<file path="config.mk">
export PLATFORM = sky130hd
export DESIGN_NAME = imem_dmem_arbiter
export DESIGN_NICKNAME = d
export VERILOG_FILES = /design/src/rtl/imem_dmem_arbiter_pkg.sv /design/src/rtl/imem_dmem_arbiter_starve_ctr.sv /design/src/rtl/imem_dmem_arbiter.sv
export SDC_FILE = /design/constraint.sdc
export NUM_CORES = 1
export LEC_CHECK = 0
export CORE_AREA = 2 2 98 100
export CTS_BUF_LIST = sky130_fd_sc_hd__clkbuf_2
export CTS_CLUSTER_SIZE = 12
export DETAILED_ROUTE_END_ITERATION = 10
export DIE_AREA = 0 0 100 102
export GPL_ROUTABILITY_DRIVEN = 1
export RECOVER_POWER = 50
export SLEW_MARGIN = 20
export SYNTH_ARGS = -nofsm -noshare
export SYNTH_HDL_FRONTEND = slang
export SYNTH_SLANG_ARGS = --single-unit
</file>
<file path="constraint.sdc">
create_clock -name clk -period 2.4 [get_ports clk]
set_input_delay 0.6 -clock clk [delete_from_list [all_inputs] [get_ports clk]]
set_output_delay 0.6 -clock clk [all_outputs]
set_load 0.005 [all_outputs]
</file>
<file path="src/rtl/imem_dmem_arbiter_pkg.sv">
// Shared definitions for the unified instruction/data memory arbiter:
// requester IDs, the default address width and the data-lane byte reversal.
package imem_dmem_arb_pkg;

    localparam int REQ_IF = 0;
    localparam int REQ_D  = 1;

    localparam int DEFAULT_ADDR_W = 12;

    // Reverse the four byte lanes of a 32-bit word.
    function automatic logic [31:0] bswap32(input logic [31:0] w);
        return {w[7:0], w[15:8], w[23:16], w[31:24]};
    endfunction

    // Reverse the four byte-enable bits so they follow bswap32 lane moves.
    function automatic logic [3:0] bswap4(input logic [3:0] s);
        return {s[0], s[1], s[2], s[3]};
    endfunction

endpackage

</file>
<file path="src/rtl/imem_dmem_arbiter_starve_ctr.sv">
// Saturating counter of consecutive data grants made while fetch waits.
// at_limit tells the arbiter to hand the next slot to fetch.
module arb_starve_ctr #(
    parameter int MAX = 4
) (
    input  logic clk,
    input  logic rst_n,
    input  logic clr,
    input  logic inc,
    output logic at_limit
);
    localparam logic [3:0] MAX_C = 4'(MAX);

    logic [3:0] cnt_reg;
    logic [3:0] cnt_next;

    assign at_limit = (cnt_reg == MAX_C);

    // Clear wins over increment; hold once the limit is reached.
    always_comb begin
        cnt_next = cnt_reg;
        if (clr) begin
            cnt_next = 4'd0;
        end else if (inc && !at_limit) begin
            cnt_next = cnt_reg + 4'd1;
        end
    end

    // Counter state, synchronous active-low reset.
    always_ff @(posedge clk) begin
        if (!rst_n) begin
            cnt_reg <= 4'd0;
        end else begin
            cnt_reg <= cnt_next;
        end
    end

endmodule

</file>
<file path="src/rtl/imem_dmem_arbiter.sv">
// Shares one single-port synchronous word memory between the fetch port and
// the data load/store port. Data has priority; a starvation counter forces a
// fetch grant after MAX_DATA_BURST consecutive data grants. One access per
// cycle, responses one cycle later, routed back by per-port tag registers.
module imem_dmem_arbiter
    import imem_dmem_arb_pkg::*;
#(
    parameter int ADDR_W         = DEFAULT_ADDR_W,
    parameter int MAX_DATA_BURST = 4,
    parameter int BSWAP_DATA     = 1
) (
    input  logic              clk,
    input  logic              rst_n,
    input  logic              if_req_valid,
    output logic              if_req_ready,
    input  logic [31:0]       if_req_addr,
    input  logic              if_flush,
    output logic              if_rsp_valid,
    output logic [31:0]       if_rsp_data,
    input  logic              d_req_valid,
    output logic              d_req_ready,
    input  logic              d_req_we,
    input  logic [31:0]       d_req_addr,
    input  logic [31:0]       d_req_wdata,
    input  logic [3:0]        d_req_wstrb,
    output logic              d_rsp_valid,
    output logic [31:0]       d_rsp_data,
    output logic              mem_en,
    output logic [3:0]        mem_we,
    output logic [ADDR_W-1:0] mem_addr,
    output logic [31:0]       mem_wdata,
    input  logic [31:0]       mem_rdata
);
    logic [1:0]  grant;
    logic        at_limit;
    logic        rsp_if_reg;
    logic        rsp_d_reg;
    logic        rsp_d_we_reg;
    logic [31:0] d_wdata_lane;
    logic [3:0]  d_wstrb_lane;
    logic [31:0] d_rdata_lane;

    // Byte-offset bits and bits above the word address are deliberately
    // dropped so addresses wrap around the memory.
    logic unused_addr_bits;
    assign unused_addr_bits = ^{if_req_addr[31:ADDR_W+2], if_req_addr[1:0],
                                d_req_addr[31:ADDR_W+2], d_req_addr[1:0]};

    // Lane reversal applies to the data port only; fetch is never swapped.
    assign d_wdata_lane = (BSWAP_DATA != 0) ? bswap32(d_req_wdata) : d_req_wdata;
    assign d_wstrb_lane = (BSWAP_DATA != 0) ? bswap4(d_req_wstrb)  : d_req_wstrb;
    assign d_rdata_lane = (BSWAP_DATA != 0) ? bswap32(mem_rdata)   : mem_rdata;

    // Grant: data first unless fetch has waited MAX_DATA_BURST data grants.
    // Nothing is granted while reset is asserted.
    always_comb begin
        grant         = 2'b00;
        grant[REQ_D]  = rst_n & d_req_valid & (~if_req_valid | ~at_limit);
        grant[REQ_IF] = rst_n & if_req_valid & ~grant[REQ_D];
    end

    assign if_req_ready = grant[REQ_IF];
    assign d_req_ready  = grant[REQ_D];

    arb_starve_ctr #(
        .MAX (MAX_DATA_BURST)
    ) u_starve (
        .clk      (clk),
        .rst_n    (rst_n),
        .clr      (grant[REQ_IF] | ~if_req_valid),
        .inc      (grant[REQ_D] & if_req_valid),
        .at_limit (at_limit)
    );

    // Drive the memory directly in the cycle a request is accepted.
    always_comb begin
        mem_en    = grant[REQ_IF] | grant[REQ_D];
        mem_we    = 4'b0000;
        mem_addr  = if_req_addr[ADDR_W+1:2];
        mem_wdata = d_wdata_lane;
        if (grant[REQ_D]) begin
            mem_addr = d_req_addr[ADDR_W+1:2];
            if (d_req_we) begin
                mem_we = d_wstrb_lane;
            end
        end
    end

    // Response tags remember who owns next cycle's read data.
    always_ff @(posedge clk) begin
        if (!rst_n) begin
            rsp_if_reg   <= 1'b0;
            rsp_d_reg    <= 1'b0;
            rsp_d_we_reg <= 1'b0;
        end else begin
            rsp_if_reg   <= grant[REQ_IF];
            rsp_d_reg    <= grant[REQ_D];
            rsp_d_we_reg <= grant[REQ_D] & d_req_we;
        end
    end

    // Responses are combinational off mem_rdata; a flush in the response
    // cycle kills the pending fetch, and reset drops anything in flight.
    always_comb begin
        if_rsp_valid = rst_n & rsp_if_reg & ~if_flush;
        d_rsp_valid  = rst_n & rsp_d_reg;
        if_rsp_data  = if_rsp_valid ? mem_rdata : 32'd0;
        d_rsp_data   = (d_rsp_valid && !rsp_d_we_reg) ? d_rdata_lane : 32'd0;
    end

endmodule

</file>
Yosys cells after proc, flatten, opt, wreduce, memory -nomap -nowiden
Index checks and enable logic that the tools add are counted.

Register bits: 7. Bits in latches: 0. Bits in writable memories: 0. Memory bits (read-only): 0. Memories kept: 0.

Add/subtract/negate cells: 1. $mul: 0. Divide/modulo/power cells: 0. Order comparisons: 0. Eq/ne operators: 1. Shift operators: 0. Multiplexer cells: 5. Bitwise gates (word level): 17. Reduce and logical (&&, ||, !) cells: 5.

Operator list (number): 2-to-1 mux 32 bit (2); 2-to-1 mux 12 bit (1); AND 1 bit (9); 2-to-1 mux 4 bit (2); NOT 1 bit (5); adder 4 x 1 -> 4 bit (second input constant) (1); equality test 4 x 3 -> 1 bit (second input constant) (1); OR 1 bit (3); logical AND 1 bit (2); logical NOT 1 bit (2); OR reduction 2 bit (1).

Longest topological paths before layout
Word-level depth: 8. Mapped depth: 6. Gate-level depth less buffers: 5.

Modules after synthesis
From an unflattened synthesis, not the netlist that was laid out.

Cells, all modules: 164. Area total of the unflattened synthesis: 1218.7 sq um.

By module, submodules not included: imem_dmem_arbiter (instances 1, cells an instance 138, area each 1014.7 sq um, seq. area each 60.1 sq um); arb_starve_ctr (instances 1, cells an instance 26, area each 203.9 sq um, seq. area each 80.1 sq um).

Least setup slack after synthesis
Ideal clock, no wire load.

Kind: flip-flop to output port. Start: register u_starve.cnt_reg[0]. End: output mem_addr[0]. Arrival time: 1337 ps. Slack: 463 ps. Cell stages (with the launch flop): 7. Buffers on the path: 1. Path through: dfxtp_1 > inv_1 > ha_1 > nand3b_1 > o211a_1 > buf_6 > mux2_4.

Word-level cells in the longest chain between the ends: 5.

Ends and longest elaborated chain: from (decl) (line imem_dmem_arbiter_starve_ctr.sv:14) `logic [3:0] cnt_reg;`; from (signal assigned) (line imem_dmem_arbiter_starve_ctr.sv:34) `cnt_reg <= cnt_next;`; equality test 4 x 3 -> 1 bit (line imem_dmem_arbiter_starve_ctr.sv:17) `assign at_limit = (cnt_reg == MAX_C);`; NOT 1 bit (line imem_dmem_arbiter.sv:58) `grant[REQ_D] = rst_n & d_req_valid & (~if_req_valid | ~at_limit);`; OR 1 bit (line imem_dmem_arbiter.sv:58); AND 1 bit (line imem_dmem_arbiter.sv:58); 2-to-1 mux 12 bit (line imem_dmem_arbiter.sv:81) `if (grant[REQ_D]) begin`; to (decl) (line imem_dmem_arbiter.sv:30) `output logic [ADDR_W-1:0] mem_addr,`.

No other way between the ends.

Worst setup path in the final report
Start: input d_req_valid. End: output mem_en.

Word-level cells in the longest chain between the ends: 5.

Ends and longest elaborated chain: from (decl) (line imem_dmem_arbiter.sv:20) `input logic d_req_valid,`; AND 1 bit * (2 in series) (line imem_dmem_arbiter.sv:58); NOT 1 bit (line imem_dmem_arbiter.sv:59) `grant[REQ_IF] = rst_n & if_req_valid & ~grant[REQ_D];`; AND 1 bit (line imem_dmem_arbiter.sv:59); OR 1 bit * (line imem_dmem_arbiter.sv:77) `mem_en = grant[REQ_IF] | grant[REQ_D];`; to (decl) (line imem_dmem_arbiter.sv:28) `output logic mem_en,`.

Mark *: on every way between the ends. The rest lies on a longest branch, timed or not.

==> flow_summary.yaml <==
routing:
  first_pass_iters: 4
  drtIter0Drc: 23
  drc: 0
  finalWirelength_um: 5300
  detail_route.wl_per_cell_um: 13.0
  vias: 1527
  routed_via_density: 3.73
  antenna_left: 0
cells_and_area:
  diodes: 0
  final_cell_mix: "and2_1 (65), clkdlybuf4s50_1 (62), dlygate4sd2_1 (30)"
  largest_reg_flops: 4
  layout.nets: 439
  synthToLayoutAreaGrowth_pct: 138
  drive_above_1_share_pct: 28.2
  final_core_util_pct: 31.1
  final_common_cell: "and2_1"
timing:
  grt_setup_unrepaired: "false"
  whs_ns: 0.511
  worst_slack_ns: 0.0456
  worst_pin_slew_ns: 0.192
  fin_crit_sh_pct: 98.1
  finClkSkew_ns: 0.00214
  max_freq_mhz: 425
  hold_viol: 0
  min_period_ns: 2.35
  setup_viol: 0
  finalMaxSlewViolations: 0
  maxSlewHeadroom_pct: 87.2
logic_synthesis:
  synth_nets: 293
  syn_inst: 153
  synth_fa_ha_area_share_pct: 2.10
  async_flop_share_pct: 0
  netlist.area_leader.share_pct: 34.7
  yosys_warnings: 0
  yosys-top-cells-area: "and2_1 (35%), buf_4 (20%), mux2_4 (15%), dfxtp_1 (12%), nor2_1 (2.2%)"
  syn_area_sq_um: 1190
  synth_compound_area_share_pct: 2.31
  synth_flop_cell: "dfxtp_1"
  synth_cell_types: 20
  ys_seq_elements: 7
  synth_edf_count: 0
  synth-simple-area-share_pct: 41.9
  synthMuxAreaShare_pct: 15.1
  ys_seq_area_share_pct: 11.8
  yosysTopAreaCell: "and2_1"
  synth_area_per_cell_sq_um: 7.78
  synth_top_family_by_area: "simple AND/OR/NAND/NOR gates"
  synthXorXnorAreaFrac_pct: 1.47
setup_path:
  cp.buffers_inverters: 3
  path_max_fanout: 3
  r2r_end: "rsp_d_we_reg$_SDFF_PN0_"
  crit_end: "mem_en"
  critPathLaunch: "d_req_valid"
  required_ns: 1.80
  worstRegToRegCells: 8
  slowest_delay_ns: 0.58
  crit_type: "primary input to primary output"
  ff2ff_setup_slack_ns: 0.89
  worstReg2RegStart: "u_starve.cnt_reg[0]$_SDFFE_PP0P_"
  cp.depth: 4
  end_kind: "primary output"
  worst_path_max_delay_cell: "dlygate4sd3_1"
  arrival_ns: 1.75
  cp-start-kind: "primary input"
  cp_cell_sequence: "dlygate4sd2_1, buf_4, o21a_1, dlygate4sd3_1"
  cpLargestDelayFamily: "buffers and inverters"
floorplanning:
  die_h_um: 102
  row_count: 35
  dieArea_sq_um: 10200
  core_sq_um: 9110
  start_util_pct: 13.1
  pin_count: 255
  die_w_um: 100
power:
  power.leakage_nw: 1.40
  ir_worst_vdd_v: 0.000104
  p_per_area_nw_per_um2: 182
  fin_total_pwr_mw: 0.515
global_route:
  grtUsageTotal_pct: 9.76
  grt_pass1_vias: 1556
  grt_pass1_wl_um: 7700
  grt-ovfl-total: 0
  grt_max_degree: 17
  antenna_found_initial: 0
status:
  status: "finished, final reports clean"
clock_network:
  clock_sinks: 7
  cts.clk_slew.worst_paths_ns: 0.07
  clkLatencyLatePin_ns: 0.25
  h-tree-depth: 1
  cts_tree: "done"
  cts_made_buffers: 3
  cts_buffer_depth: 2
  cts_root_buf: "clkbuf_2"
place:
  pre_cts_slack_ns: -0.543
  io_buffer_count: 150
  globalplace.congestion: 0.651
  hpwl_um: 3780
run:
  maxCapViolCount: 0
hold_path:
  hold_path_class: "register to register"
  min_from: "u_starve.cnt_reg[0]$_SDFFE_PP0P_"
==> tightest hold or removal path: stages, from the launching register on <==
cell	delay (ns)
dfxtp_2	0.33
buf_4	0.11
nor2_1	0.04
==> what timing repair did <==
action / CTS / global route
setup endpoints to repair: 85 / 51
cloned: 5 / 0
hold buffers: 0 / 0
pin swaps: 2 / 1
resized for setup: 179 / 43
setup buffers: 12 / 0
==> cells by family (layout without fill, tap and decap cells) <==
family | Yosys count | in the layout
xor gates and xnor gates | 2 | 2
muxes | 12 | 12
DFF | 7 | 7
buffers and inverters | 44 | 189
and+or+nand+nor | 83 | 83
AOI/OAI and AO/OA | 3 | 3
adders and majority gates | 2 | 2
==> metrics by stage <==
stage          area [sq um]  TNS [ns]  cells
6_report               2830         0    409
5_1_grt                2830         0    409
4_1_cts                2880  -0.00526    409
3_5_place_dp           2690    -41.73    388
3_3_place_gp           2690    -39.81    388
2_1_floorplan          1190         0    153
==> metal layers <==
layer	global-route usage (%)	up-vias	routed length (um)
met5	0	-	0
met4	2.00	0	29
met3	3.63	3	605
met2	18.1	114	2670
met1	10.7	673	2000
li1	-	737	-
==> how the worst min path moves through the flow <==
stage / endpoint / cells past startpoint / slack, ns
after detailed placement: u_starve.cnt_reg[3]$_SDFFE_PP0P_ / 2 / 0.51
after global routing: u_starve.cnt_reg[0]$_SDFFE_PP0P_ / 2 / 0.54
after global placement: u_starve.cnt_reg[3]$_SDFFE_PP0P_ / 2 / 0.49
after floorplan: u_starve.cnt_reg[0]$_SDFFE_PP0P_ / 1 / 0.43
after CTS: u_starve.cnt_reg[0]$_SDFFE_PP0P_ / 2 / 0.50
final: u_starve.cnt_reg[0]$_SDFFE_PP0P_ / 2 / 0.51
==> synthesized netlist by cell type (all sizes together) (2+ instances only) <==
master,n
ha,2
mux2,12
clkbuf,5
buf,35
inv,4
and2,66
and3,4
dfxtp,7
nand2,2
nor2,7
o211a,2
==> power by group <==
part / total, mW / switching [mW] / internal, mW
sequential: 0.121 / 0.00160 / 0.120
combinational: 0.302 / 0.0872 / 0.214
clock: 0.0925 / 0.0483 / 0.0443
total: 0.515 / 0.137 / 0.378
==> area by class of cell <==
| class | count | area [sq um] |
|---|---|---|
| clock buffer | 4 | 20.0 |
| fill | 1029 | 6280 |
| inverter | 4 | 15.0 |
| multi-input combinational | 102 | 776 |
| sequential | 7 | 143 |
| tap | 111 | 139 |
| timing repair buffer | 181 | 1740 |
Power figures use the tool's default switching activity.
